**src/rtl/pc_seq_pkg.sv**
```systemverilog
// Shared types and constants for the PC fetch/retire sequencer.
package pc_seq_pkg;

  typedef enum logic [2:0] {
    S_FETCH    = 3'd0,
    S_WAIT_ACK = 3'd1,
    S_ISSUE    = 3'd2,
    S_EXEC     = 3'd3,
    S_HALTED   = 3'd4
  } seq_state_e;

  localparam logic [31:0] DEF_RESET_PC   = 32'h0000_0000;
  localparam logic [31:0] DEF_EXC_VECTOR = 32'h0000_0080;
  localparam logic [31:0] PC_STEP        = 32'd4;

  // Instruction targets must be word aligned.
  function automatic logic is_misaligned(input logic [31:0] addr);
    return |addr[1:0];
  endfunction

endpackage

```
**src/rtl/pc_sequencer.sv**
```systemverilog
// Multi-cycle fetch/issue/retire controller owning the architectural PC.
// The next-PC ALU lives beside this block; its result arrives on next_pc with retire.
module pc_sequencer
  import pc_seq_pkg::*;
#(
  parameter logic [31:0] RESET_PC   = DEF_RESET_PC,
  parameter logic [31:0] EXC_VECTOR = DEF_EXC_VECTOR
) (
  input  logic        clk,
  input  logic        rst_n,
  output logic        imem_req,
  output logic [31:0] imem_addr,
  input  logic        imem_ack,
  input  logic [31:0] imem_data,
  output logic        inst_valid,
  output logic [31:0] inst,
  input  logic        inst_ready,
  output logic [31:0] pc,
  input  logic        retire,
  input  logic [31:0] next_pc,
  input  logic        halt,
  input  logic        exc,
  output logic [31:0] epc,
  output logic        halted,
  output logic [31:0] retired_cnt
);

  seq_state_e  r_state;
  logic [31:0] r_pc;
  logic [31:0] r_inst;
  logic [31:0] r_epc;
  logic [31:0] r_cnt;
  logic        r_imem_req;
  logic        r_inst_valid;
  logic        r_halted;

  logic        w_misaligned;
  logic [31:0] w_pc_inc;
  logic [31:0] w_cnt_inc;

  assign w_misaligned = is_misaligned(next_pc);
  assign w_pc_inc     = r_pc + PC_STEP;
  assign w_cnt_inc    = r_cnt + 32'd1;

  always_ff @(posedge clk or negedge rst_n) begin
    if (!rst_n) begin
      r_state      <= S_FETCH;
      r_pc         <= RESET_PC;
      r_inst       <= '0;
      r_epc        <= '0;
      r_cnt        <= '0;
      r_imem_req   <= 1'b0;
      r_inst_valid <= 1'b0;
      r_halted     <= 1'b0;
    end else begin
      case (r_state)
        S_FETCH: begin
          r_imem_req <= 1'b1;
          r_state    <= S_WAIT_ACK;
        end
        // Request and address stay put until memory answers; exc waits for ISSUE/EXEC.
        S_WAIT_ACK: begin
          if (imem_ack) begin
            r_inst       <= imem_data;
            r_imem_req   <= 1'b0;
            r_inst_valid <= 1'b1;
            r_state      <= S_ISSUE;
          end
        end
        S_ISSUE: begin
          if (exc) begin
            r_inst_valid <= 1'b0;
            r_epc        <= r_pc;
            r_pc         <= EXC_VECTOR;
            r_state      <= S_FETCH;
          end else if (inst_ready) begin
            r_inst_valid <= 1'b0;
            r_state      <= S_EXEC;
          end
        end
        S_EXEC: begin
          if (exc) begin
            r_epc   <= r_pc;
            r_pc    <= EXC_VECTOR;
            r_state <= S_FETCH;
          end else if (retire && halt) begin
            r_cnt    <= w_cnt_inc;
            r_pc     <= w_pc_inc;
            r_halted <= 1'b1;
            r_state  <= S_HALTED;
          end else if (retire && w_misaligned) begin
            // Bad target still counts as retired, then traps like an exception.
            r_cnt   <= w_cnt_inc;
            r_epc   <= r_pc;
            r_pc    <= EXC_VECTOR;
            r_state <= S_FETCH;
          end else if (retire) begin
            r_cnt   <= w_cnt_inc;
            r_pc    <= next_pc;
            r_state <= S_FETCH;
          end
        end
        S_HALTED: begin
          r_halted <= 1'b1;
        end
        default: begin
          r_state <= S_FETCH;
        end
      endcase
    end
  end

  assign imem_req    = r_imem_req;
  assign imem_addr   = r_pc;
  assign inst_valid  = r_inst_valid;
  assign inst        = r_inst;
  assign pc          = r_pc;
  assign epc         = r_epc;
  assign halted      = r_halted;
  assign retired_cnt = r_cnt;

endmodule

```
**config.mk**
```make
export PLATFORM = sky130hd
export DESIGN_NAME = pc_sequencer
export DESIGN_NICKNAME = d
export VERILOG_FILES = /design/src/rtl/pc_seq_pkg.sv /design/src/rtl/pc_sequencer.sv
export SDC_FILE = /design/constraint.sdc
export NUM_CORES = 1
export LEC_CHECK = 0
export BUFFER_PORTS_ARGS = -buffer_cell sky130_fd_sc_hd__buf_2
export CAP_MARGIN = 5
export CORE_MARGIN = 10
export CORE_UTILIZATION = 50
export CTS_BUF_LIST = sky130_fd_sc_hd__clkbuf_16
export CTS_CLUSTER_SIZE = 12
export DETAILED_ROUTE_END_ITERATION = 10
export MAX_ROUTING_LAYER = met4
export PLACE_DENSITY_LB_ADDON = 0.12
export SETUP_SLACK_MARGIN = 0.05
export SYNTH_ARGS = -nofsm -noshare
export SYNTH_HDL_FRONTEND = slang
export SYNTH_SLANG_ARGS = --single-unit
```
**constraint.sdc**
```tcl
create_clock -name clk -period 2.4 [get_ports clk]
set_input_delay 0 -clock clk [delete_from_list [all_inputs] [get_ports clk]]
set_output_delay 0 -clock clk [all_outputs]
set_load 0.01 [all_outputs]
```
==> impl_metrics.json <==
{
  "outcome": "finished, final reports clean",
  "ys_ff_latch": 134,
  "detail_route.first_pass.iterations": 4,
  "grt_pass1_wl_um": 31600,
  "power.density_nw_per_um2": 1030,
  "synth.avg_cell_area_um2": 11.1,
  "synth-main-ff-cell": "dfrtp_1",
  "tns_ps": 0,
  "synthesis.nets": 644,
  "start_util_pct": 50.7,
  "wl_per_cell_um": 18.4,
  "row_count": 41,
  "drv_cap": 0,
  "synth_top_area_cell": "dfrtp_1",
  "ios": 234,
  "yosysSeqAreaShare_pct": 52.9,
  "nNetsFinal": 929,
  "synthCells": 571,
  "slew_violations": 0,
  "ys_async_sr_fraction_pct": 100,
  "io_buffers": 233,
  "grt_max_degree": 60,
  "max_freq_mhz": 463,
  "fin_crit_ps": 2160,
  "relSlewSlack_pct": 47.7,
  "drt-total-wl_um": 19200,
  "cp_data_arrival_time_ps": 2440,
  "synth_top_area_share_pct": 52.9,
  "finalSetupViolCount": 0,
  "ctsHtreeMaxLevel": 4,
  "cts_sinks": 134,
  "worstSetupEndpointType": "flop",
  "period_share_pct": 90.0,
  "cp-start-kind": "flop",
  "synth_cell_types": 52,
  "grt_pass1_vias": 6025,
  "grt_antenna_before_repair": 0,
  "cts_root_buffer": "clkbuf_16",
  "die_y_um": 133,
  "die_w_um": 133,
  "drive_above_1_share_pct": 42.1,
  "vias": 5545,
  "drcViolationCount": 0,
  "final_cell_mix": "buf_2 (232), dfrtp_1 (134), dlygate4sd3_1 (67)",
  "drt-initial-drc-count": 348,
  "dp_hpwl_um": 13500,
  "critical_path_required_ps": 2680,
  "cts_made_buffers": 17,
  "final_util_pct": 70.6,
  "clk_path_buf_depth": 2,
  "fin_worst_skew_ps": 5.79,
  "syn2layout_area_growth_pct": 39.3,
  "core_um2": 12500,
  "whs_ps": 74.0,
  "hp-class": "input port to flop",
  "insertedDiodeCount": 0,
  "antenna_left": 0,
  "syn_area_um2": 6340,
  "layout_commonest_cell": "buf_2",
  "viasPerCell": 5.33,
  "clk_latency_ps": 410,
  "rsz0062_at_grt": "yes",
  "ys_top_cells_by_area": "dfrtp_1 (53%), mux2_2 (12%), buf_4 (3.9%)",
  "cts_setup_buffers": 0,
  "ir_drop_uv": 653,
  "yosysWarnings": 0,
  "power.static_leakage_nw": 4.48,
  "finalHoldViolations": 0,
  "clk_pin_slew_ps": 50,
  "crit_type": "flop to flop",
  "overflow": 0,
  "grt_use_total_pct": 22.6,
  "routabilityCongestion": 0.857,
  "worstMarginPinSlew_ps": 782,
  "dieArea_um2": 17600,
  "cts_tree": "built",
  "cp_max_fo": 9,
  "synth-edff-count": 0
}
## critical path, stage by stage (launching register included)
cell	delay [ps]
dfrtp_1	490
nand4_1	410
nor4_4	490
buf_4	200
nand4_1	120
mux2i_1	200
o211ai_1	110
## where the power goes
part	internal [mW]	switching [mW]	leakage (nW)
clock	1.60	0.928	0.296
combinational	1.43	1.56	2.43
sequential	2.96	0.608	1.75
## synthesized netlist by cell type, types with 2 or more instances
cell,instances
dfrtp_1,134
mux2_2,65
nand2_1,38
nor2_1,36
o21ai_0,35
buf_4,33
nand3_1,22
xnor2_1,22
a21oi_1,21
nand4_1,19
clkbuf_1,16
inv_1,11
xor2_1,11
nor3_1,8
nor4_1,8
and3_1,7
a22oi_1,6
buf_2,6
and2_1,5
or2_2,5
a31oi_1,4
and4_1,4
o211ai_1,4
o311ai_0,4
or3_1,4
a32oi_1,3
nand2b_1,3
a211oi_1,2
a22o_1,2
a41oi_1,2
and2_2,2
and4_2,2
ha_1,2
mux2i_1,2
nand3_2,2
nor4_4,2
o22ai_1,2
o2bb2ai_1,2
o31ai_1,2
## metrics by stage
| stage | cells | power (mW) | worst slack (ps) | instance area, um^2 |
|---|---|---|---|---|
| finish | 1041 | 9.09 | 239 | 8840 |
| global placement | 942 | 6.39 | 274 | 7580 |
| floorplan | 571 | 5.24 | 383 | 6340 |
| global route | 1041 | 9.62 | 34.9 | 8840 |
| detailed placement | 942 | 6.49 | 196 | 7580 |
| CTS | 1041 | 9.13 | 182 | 8830 |
## sequential cells by signal, summed over array words and instances, names as in the netlist
| name | count |
|---|---|
| r_state | 3 |
| inst_valid | 1 |
| halted | 1 |
| epc | 32 |
| imem_addr | 32 |
| imem_req | 1 |
| inst | 32 |
| retired_cnt | 32 |
## area by class of cell
| class | count | area (um^2) |
|---|---|---|
| Clock buffer | 17 | 425 |
| Clock inverter | 15 | 146 |
| Fill cell | 983 | 3680 |
| Inverter | 11 | 41.3 |
| Multi-Input combinational cell | 370 | 2640 |
| Sequential cell | 134 | 3350 |
| Tap cell | 172 | 215 |
| Timing Repair Buffer | 322 | 2020 |
## logic make-up (layout without fill, tap and decap cells)
logic type      Yosys count  after routing  synth area share (%)
simple gates            176            176                  15.4
xor+xnor                 33             33                  4.56
mux                      67             67                  11.9
compound gates           92             92                  8.88
buf+inv                  67            365                  6.04
fa+ha+maj                 2              2                 0.394
flops                   134            134                  52.9
## timing repair
item | 4_1_cts | 5_1_grt
endpoints found under the hold margin | 163 | 0
resized for setup | 0 | 2
hold buffers | 67 | 0
endpoints found under the setup margin | 0 | 5
## final timing paths
path	cells past startpoint	slack, ps	to	start
worst max register to register	6	240	imem_addr[23]$_DFFE_PN0P_	imem_addr[8]$_DFFE_PN0P_
max in group asynchronous	3	1550	inst_valid$_DFFE_PN0P_	rst_n
worst min register to register	1	470	retired_cnt[31]$_DFFE_PN0P_	retired_cnt[31]$_DFFE_PN0P_
min in group asynchronous	2	130	epc[23]$_DFFE_PN0P_	rst_n
worst max-delay path	6	240	imem_addr[23]$_DFFE_PN0P_	imem_addr[8]$_DFFE_PN0P_
worst min-delay path	4	70	r_state[1]$_DFFE_PN0P_	retire
## per-layer routing
| layer | global-route usage (%) | up-vias | part of all wire, % |
|---|---|---|---|
| li1 | - | 2589 | - |
| met1 | 26.8 | 2716 | 43 |
| met2 | 36.2 | 212 | 49 |
| met3 | 7.08 | 28 | 6.6 |
| met4 | 7.09 | 0 | 1.8 |
| met5 | - | - | 0 |
Power figures use the tool's default switching activity.
